File: src/rtl/exec_seq.sv
// Multi-cycle fetch/execute/memory/writeback sequencer for the npc core.
// Owns pc and ir, converts decoder flags into single-cycle strobes, and stops on ebreak or trap.
module exec_seq #(
  parameter int unsigned          XLEN     = 64,
  parameter logic [XLEN-1:0]      RESET_PC = XLEN'(64'h8000_0000)
) (
  input  logic            clk,
  input  logic            rst,
  output logic            imem_req_valid,
  input  logic            imem_req_ready,
  output logic [XLEN-1:0] imem_addr,
  input  logic            imem_rsp_valid,
  input  logic [31:0]     imem_rsp_data,
  output logic [31:0]     inst,
  input  logic            is_ebreak,
  input  logic            inst_not_ipl,
  input  logic            reg_wen,
  input  logic            mem_wen,
  input  logic [7:0]      wmask,
  input  logic [XLEN-1:0] alu_result,
  input  logic [XLEN-1:0] rs2_data,
  input  logic [XLEN-1:0] next_pc,
  output logic            dmem_req_valid,
  input  logic            dmem_req_ready,
  output logic [XLEN-1:0] dmem_addr,
  output logic [XLEN-1:0] dmem_wdata,
  output logic [7:0]      dmem_wmask,
  input  logic            dmem_ack,
  output logic            rf_wen,
  output logic            retire,
  output logic [XLEN-1:0] pc,
  output logic            halted,
  output logic            trap
);

  typedef enum logic [2:0] {
    S_FETCH,
    S_WAIT_I,
    S_EXEC,
    S_MEM,
    S_WAIT_D,
    S_WB,
    S_HALT,
    S_TRAP
  } state_e;

  localparam logic [31:0] NOP = 32'h0000_0013;

  state_e            state_q, state_d;
  logic [XLEN-1:0]   pc_q, pc_d;
  logic [31:0]       ir_q, ir_d;
  logic [XLEN-1:0]   npc_q, npc_d;
  logic [XLEN-1:0]   daddr_q, daddr_d;
  logic [XLEN-1:0]   dwdata_q, dwdata_d;
  logic [7:0]        dwmask_q, dwmask_d;

  always_comb begin
    state_d        = state_q;
    pc_d           = pc_q;
    ir_d           = ir_q;
    npc_d          = npc_q;
    daddr_d        = daddr_q;
    dwdata_d       = dwdata_q;
    dwmask_d       = dwmask_q;
    imem_req_valid = 1'b0;
    dmem_req_valid = 1'b0;
    rf_wen         = 1'b0;
    retire         = 1'b0;

    unique case (state_q)
      S_FETCH: begin
        if (pc_q[1:0] != 2'b00) begin
          state_d = S_TRAP;
        end else begin
          imem_req_valid = 1'b1;
          if (imem_req_ready) state_d = S_WAIT_I;
        end
      end
      S_WAIT_I: begin
        if (imem_rsp_valid) begin
          ir_d    = imem_rsp_data;
          state_d = S_EXEC;
        end
      end
      S_EXEC: begin
        npc_d = next_pc;
        if (inst_not_ipl) begin
          state_d = S_TRAP;
        end else if (is_ebreak) begin
          state_d = S_HALT;
        end else if (mem_wen) begin
          daddr_d  = alu_result;
          dwdata_d = rs2_data;
          dwmask_d = wmask;
          state_d  = S_MEM;
        end else begin
          state_d = S_WB;
        end
      end
      S_MEM: begin
        dmem_req_valid = 1'b1;
        if (dmem_req_ready) state_d = S_WAIT_D;
      end
      S_WAIT_D: begin
        // Only an ack arriving after the request was accepted completes the store.
        if (dmem_ack) state_d = S_WB;
      end
      S_WB: begin
        rf_wen  = reg_wen;
        retire  = 1'b1;
        pc_d    = npc_q;
        state_d = S_FETCH;
      end
      S_HALT:  state_d = S_HALT;
      S_TRAP:  state_d = S_TRAP;
      default: state_d = S_TRAP;
    endcase

    if (rst) begin
      imem_req_valid = 1'b0;
      dmem_req_valid = 1'b0;
      rf_wen         = 1'b0;
      retire         = 1'b0;
    end
  end

  always_ff @(posedge clk) begin
    if (rst) begin
      state_q  <= S_FETCH;
      pc_q     <= RESET_PC;
      ir_q     <= NOP;
      npc_q    <= RESET_PC;
      daddr_q  <= '0;
      dwdata_q <= '0;
      dwmask_q <= '0;
    end else begin
      state_q  <= state_d;
      pc_q     <= pc_d;
      ir_q     <= ir_d;
      npc_q    <= npc_d;
      daddr_q  <= daddr_d;
      dwdata_q <= dwdata_d;
      dwmask_q <= dwmask_d;
    end
  end

  assign imem_addr  = pc_q;
  assign pc         = pc_q;
  assign inst       = ir_q;
  assign dmem_addr  = daddr_q;
  assign dmem_wdata = dwdata_q;
  assign dmem_wmask = dwmask_q;
  assign halted     = (state_q == S_HALT);
  assign trap       = (state_q == S_TRAP);

endmodule

File: config.mk
export PLATFORM = sky130hd
export DESIGN_NAME = exec_seq
export DESIGN_NICKNAME = d
export VERILOG_FILES = /design/src/rtl/exec_seq.sv
export SDC_FILE = /design/constraint.sdc
export NUM_CORES = 1
export LEC_CHECK = 0
export ABC_AREA = 1
export CAP_MARGIN = 20
export CORE_AREA = 2 2 210 212
export DETAILED_ROUTE_END_ITERATION = 8
export DIE_AREA = 0 0 212 214
export DONT_BUFFER_PORTS = 1
export GPL_TIMING_DRIVEN = 0
export HOLD_SLACK_MARGIN = 0.1
export PLACE_DENSITY = 0.36
export SLEW_MARGIN = 25
export SYNTH_ARGS = -nofsm -noshare
export SYNTH_HDL_FRONTEND = slang
export SYNTH_SLANG_ARGS = --single-unit
File: constraint.sdc
create_clock -name clk -period 2.15 [get_ports clk]
set_clock_uncertainty 0.2 [all_clocks]
set_input_delay 0.43 -clock clk [delete_from_list [all_inputs] [get_ports clk]]
set_output_delay 0.43 -clock clk [all_outputs]
set_load 0.02 [all_outputs]
==> summary.txt, run 1 <==
Clock tree
  • CTS root buffer: clkbuf_16
  • CTS buffer count: 38
  • CTS H-tree depth: 2
  • Worst-Skew Late Latency: 0.55 ns
  • CTS Sinks: 299
  • Worst-path clk slew: 0.06 ns
  • Longest Clk Path Bufs: 3
  • CTS tree: done

Timing
  • Hold Violations, Final: 0
  • Slew headroom: 45.5%
  • Setup TNS: 0 ns
  • Fin crit period: 2.14 ns
  • Final setup violation count: 0
  • Worst-margin pin slew: 0.817 ns
  • RSZ-0062 raised after global routing: true
  • Max frequency: 0.468 GHz
  • Tcrit/Tclk final: 99.3%
  • Max Slew Vio Count: 0

Detailed routing
  • Drt drc: 0
  • Post-Route WL: 41800 um
  • Vias per cell: 4.38
  • Vias post-DR: 10200
  • Wire length per cell: 18.0 um
  • DRT iter0 DRCs: 467
  • Drt first pass iters: 5
  • Antenna Nets Post-Route: 0

Pwr
  • Psw: 4.81 mW
  • PwrDens: 1020 mW/mm^2
  • Switching Share: 30.4%
  • Leakage dissipation: 6.40 nW
  • Power Internal: 11.0 mW
  • Peak VDD IR: 478 uV
  • Clock share of power: 41.0%
  • Reg power frac: 43.4%
  • Comb pwr share: 15.6%

Min path
  • Worst min path class: input port to flop
  • Worst min-delay path startpoint: rst
  • Worst Hold Path EP: imem_addr[28]
  • Hold Path Stages: 2

Setup path
  • Crit Reg-Reg Endpoint: npc_q[28]
  • Reg2Reg Depth: 7
  • Worst r2r src: state_q[0]
  • Setup CP Type: flop to primary output
  • CP Data Required Time: 1.52 ns
  • Startpoint types: flop
  • Critical path fanouts, max: 4
  • Arr. time, crit path: 1.51 ns
  • Crit end category: primary output
  • R2R Setup Slk: 0.18 ns

Cells and area
  • Most common cell after layout, fill and taps aside: nor2_1
  • Area growth, synth to finish: 42.4%
  • Fraction of layout cells with a size suffix above 1: 12.6%
  • Post-Route Utilization: 36.3%
  • Most frequent cells in the layout: nor2_1 (343), dfxtp_1 (294), nand2_1 (275)
  • Nets@finish: 1952

Yosys
  • Mean Syn Cell Area: 7.71 um^2
  • Post-synth cell types: 20
  • Ys Warns: 0
  • Post-synthesis cell area: 0.0109 mm^2
  • Count of state elements after synthesis: 299
  • Mapped Cells: 1419
  • Sequential area share after synthesis: 54.7%
  • Syn_nets: 1661

GRT
  • Initial antenna violation count: 2
  • Largest net degree at the start of global routing: 18
  • GR Overflow Total: 0
  • Global-route usage over all layers: 18.1%
  • First-pass GRT wire length: 63400 um
  • Vias in the first global route: 10500

Die
  • Initial core utilization: 25.5%
  • Die Ht: 214 um
  • I/O Pins: 544
  • Die area: 0.0454 mm^2
  • Num rows: 76
  • Horiz. Die Dim: 212 um
  • Core area: 0.0429 mm^2

Placement
  • Routability cong.: 0.798
  • Hpwl dp: 30800 um
  • Port-buffer cells: 0

Run status
  • Status: complete, no violations

Run
  • Max-cap violation count: 0
## registers in the layout (all words and copies together), names as in the netlist
register	flops
dmem_wdata	64
state_q	3
dmem_addr	64
imem_addr	64
npc_q	64
dmem_wmask	8
inst	32
## critical path, stage by stage (launching register included)
cell and delay [ns]:
dfxtp_4 0.39, inv_4 0.05, nor2_4 0.12, nand2_4 0.09, clkbuf_8 0.15, nor2_4 0.16
## cells in the mapped netlist, drive strengths merged
library cell  number  area (um^2)
dfxtp            299         5990
nand3b             1         7.51
buf              117          790
a21oi            129          646
nand2            280         1050
nand4              2         12.5
clkbuf            42          158
nand3             10         55.1
nor2             351         1320
o21ai            169          846
inv               18         70.1
nor3               1         5.00
## routing by layer
metal	vias to the layer above	share of wire (%)	wire length (um)	GRT usage (%)
met3	72	8.7	3630	6.49
li1	5051	-	-	-
met1	4668	40	16800	20.6
met2	389	48	20100	31.2
met5	-	0.031	13	0
met4	2	3.0	1260	5.99
## metrics by stage
stage	area [um^2]	power, mW	std cells	hold WS [ns]	setup WS (ns)
floorplan	10900	8.18	1419	0.229	0.211
global placement	11700	8.85	2004	0.242	-0.297
detailed placement	11700	8.86	2004	0.249	-0.262
CTS	15500	16.1	2324	0.173	-0.0677
global route	15600	16.7	2325	0.192	-0.0722
finish	15600	15.8	2325	0.199	0.0147
## how the worst max path moves through the flow
stage	slack, ns	start	end
global route	-0.07	state_q[0]	retire
CTS	-0.07	state_q[0]	retire
floorplan	0.21	state_q[0]	rf_wen
finish	0.01	state_q[0]	retire
global placement	-0.30	state_q[0]	rf_wen
detailed placement	-0.26	state_q[0]	rf_wen
## kinds of logic (layout without fill, tap and decap cells)
kind of cell / Yosys count / after routing / synth area share (%)
buffers and inverters: 177 / 497 / 9.29
AND/OR/NAND/NOR: 645 / 645 / 22.4
other: 0 / 1 / 0
AO/OA/AOI/OAI: 298 / 298 / 13.6
flip-flops: 299 / 299 / 54.7
## power groups by stage
stage          combinational [mW]  clock (mW)  sequential [mW]
2_1_floorplan                1.38           0             6.80
3_3_place_gp                 1.89           0             6.96
3_5_place_dp                 1.90           0             6.96
4_1_cts                      2.51        6.68             6.87
5_1_grt                      2.81        6.94             6.93
6_report                     2.47        6.49             6.86
## cell type report
cell class,count,area (um^2)
inverters,18,82.6
diodes,1,2.50
clock inverters,19,203
well taps,585,732
plain buffers,158,956
repair buffers,252,2490
multi-input cells,943,4030
flip-flops and latches,299,6000
clock buffers,50,1080
fillers,4549,27300
## what timing repair did
action / CTS / global route
endpoints found under the hold margin: 235 / 0
hold buffers: 242 / 0
setup endpoints to repair: 39 / 38
setup buffers: 10 / 1
pin swaps: 5 / 6
gates resized for setup: 34 / 12
Power figures use the tool's default switching activity.
==> inputs of run 2 (changes only) <==
- REMOVE_ABC_BUFFERS: unset -> 1
==> run 2 against run 1 <==
The flow now finishes with violations (negative hold slack, negative setup slack); largest power group unchanged; first-iteration DRC count up 48%; final area down 6.3%; combinational power rose by 7%; sequential power increased by 0.7%.
==> summary.txt, run 2 (synthesis gave the netlist of run 1 again) <==
Detailed routing
  • Wire length per cell: 19.3 um (+7.5%)
  • Vias post-DR: 9531 (-6.4%)
  • Post-Route WL: 41200 um (-1.4%)
  • Drt drc: 0 (unchanged)
  • Drt first pass iters: 7 (+2)
  • Vias per cell: 4.47 (+2.0%)
  • Antenna Nets Post-Route: 0 (unchanged)
  • DRT iter0 DRCs: 693 (+48%)

Run
  • Max-cap violation count: 0 (unchanged)

Die
  • Die Ht: 214 um (unchanged)
  • I/O Pins: 544 (unchanged)
  • Die area: 0.0454 mm^2 (unchanged)
  • Core area: 0.0429 mm^2 (unchanged)
  • Initial core utilization: 25.5% (unchanged)
  • Num rows: 76 (unchanged)
  • Horiz. Die Dim: 212 um (unchanged)

Timing
  • RSZ-0062 raised after global routing: true
  • Max frequency: 0.456 GHz (-2.5%)
  • Slew headroom: 57.4% (+12 points)
  • Worst-margin pin slew: 0.637 ns (-0.180 ns)
  • Hold Slack: -0.237 ns (-0.436 ns)
  • Final worst slack: -0.0408 ns (-0.0555 ns)
  • Max Slew Vio Count: 0 (unchanged)
  • Tcrit/Tclk final: 102% (+2.6 points)
  • Hold Violations, Final: 124 (+124)
  • Fin crit period: 2.19 ns (+0.0555 ns)
  • Final setup violation count: 2 (+2)

Cells and area
  • Nets@finish: 1767 (-9.5%)
  • Fraction of layout cells with a size suffix above 1: 8.39% (-4.2 points)
  • ANT cells: 0 (-1)
  • Most frequent cells in the layout: nor2_1 (342), dfxtp_1 (294), nand2_1 (275)
  • Most common cell after layout, fill and taps aside: nor2_1
  • Non-filler cells, final: 2134 (-8.2%)
  • Fill cells: 4536 (-0.29%)
  • Cell area after layout: 0.0146 mm^2 (-6.3%)
  • Area growth, synth to finish: 33.5%

Pwr
  • Peak VDD IR: 518 uV (+8.3%)
  • Total power: 15.6 mW (-1.3%)
  • PwrDens: 1070 mW/mm^2 (+5.3%)
  • Leakage dissipation: 5.79 nW (-9.6%)

GRT
  • Largest net degree at the start of global routing: 131 (+113)
  • Initial antenna violation count: 1 (-1)
  • Vias in the first global route: 9407 (-10%)
  • First-pass GRT wire length: 60500 um (-4.6%)
  • Global-route usage over all layers: 17.5% (-0.58 points)
  • GR Overflow Total: 0 (unchanged)

Run status
  • Failing checks: negative hold slack, negative setup slack
  • Status: finished, violations left

Setup path
  • CP Capture Point: retire
  • Arr. time, crit path: 1.56 ns (+0.05 ns)
  • R2R Setup Slk: 0.09 ns (-0.09 ns)
  • Crit end category: primary output
  • Worst r2r src: state_q[0]
  • Startpoint types: flop
  • Critical path fanouts, max: 5 (+1)
  • CP Data Required Time: 1.52 ns (about the same)
  • Crit Reg-Reg Endpoint: imem_addr[0]
  • Reg2Reg Depth: 7 (unchanged)
  • Crit path launch: state_q[0]
  • Setup CP Type: flop to primary output

Clock tree
  • CTS root buffer: clkbuf_16
  • CTS tree: done
  • CTS Sinks: 299 (unchanged)
  • Worst-path clk slew: 0.06 ns (about the same)
  • CTS H-tree depth: 2 (unchanged)
  • Worst-Skew Late Latency: 0.54 ns (about the same)
  • Longest Clk Path Bufs: 3 (unchanged)
  • CTS buffer count: 36 (-5.3%)

Placement
  • Port-buffer cells: 0 (unchanged)
  • Hpwl dp: 25100 um (-19%)
  • Routability cong.: 0.797 (-0.20%)
  • Area after DPL: 0.0111 mm^2 (-5.2%)
  • Placed cells: 1857 (-7.3%)

Min path
  • Worst min path class: input port to flop
-- run 2: cell types whose count changed in the layout (fill, tap and decap cells not counted), moves of 5 or more --
cell,delta
clkbuf_1,-39
buf_6,-5
buf_4,-58
buf_16,+10
buf_2,-39
dlygate4sd3_1,-59
clkinv_2,-9
-- run 2: metal layers --
layer  up-vias  part of all wire [%]  track usage, %
met1      4391                    42            20.8
met2       364                    47            29.1
li1       4690                     -               -
met3        84                   8.1            5.92
met5         -                 0.019               0
met4         2                   3.3            6.53
-- run 2: how the worst min path moves through the flow --
| stage | startpoint | to | slack, ns | cells past startpoint |
|---|---|---|---|---|
| CTS | rst | imem_addr[34] | -0.27 | 1 |
| global route | rst | npc_q[42] | -0.27 | 1 |
| global placement | npc_q[63] | imem_addr[63] | 0.24 | 2 |
| detailed placement | npc_q[31] | imem_addr[31] | 0.24 | 2 |
| floorplan | npc_q[31] | imem_addr[31] | 0.23 | 2 |
| finish | rst | npc_q[2] | -0.24 | 1 |
-- run 2: worst max-delay path, stage by stage, from the launching register on --
cell	delay, ns
dfxtp_4	0.41
inv_8	0.04
nor2_4	0.15
nand2_8	0.12
buf_16	0.16
nor2_4	0.14
-- run 2: repair_timing --
action	4_1_cts	5_1_grt
buffers inserted	12	12
hold buffers	182	1
endpoints found under the setup margin	217	129
cloned	9	0
pin swaps	6	8
resized for setup	44	5
endpoints found under the hold margin	298	125
-- run 2: layout make-up --
cell class / count / area [um^2] / share of cell area, %
Timing Repair Buffer: 223 / 2480 / 17.0
Clock buffer: 55 / 1100 / 7.55
Sequential cell: 299 / 6000 / 41.1
Clock inverter: 7 / 73.8 / 0.505
Inverter: 18 / 124 / 0.848
Timing Repair inverter: 2 / 17.5 / 0.120
Tap cell: 585 / 732 / 5.01
Multi-Input combinational cell: 945 / 4070 / 27.9
-- run 2: where the power goes --
group / internal, mW / switching, mW / leakage, nW
logic: 1.12 / 1.52 / 2.79
registers: 6.10 / 0.805 / 2.42
clock network: 3.65 / 2.42 / 0.579
total: 10.9 / 4.75 / 5.79
-- run 2: per-stage QoR --
step | setup TNS [ns] | util [%] | hold WS [ns] | setup WS, ns
2_1_floorplan | -515.05 | - | 0.229 | -2.87
3_3_place_gp | -1497.12 | 25.0 | 0.239 | -7.59
3_5_place_dp | -135.53 | 25.8 | 0.242 | -1.04
4_1_cts | -0.205 | 33.8 | -0.273 | -0.102
5_1_grt | -0.206 | 34.1 | -0.266 | -0.0968
6_report | -0.0744 | 34.1 | -0.237 | -0.0408
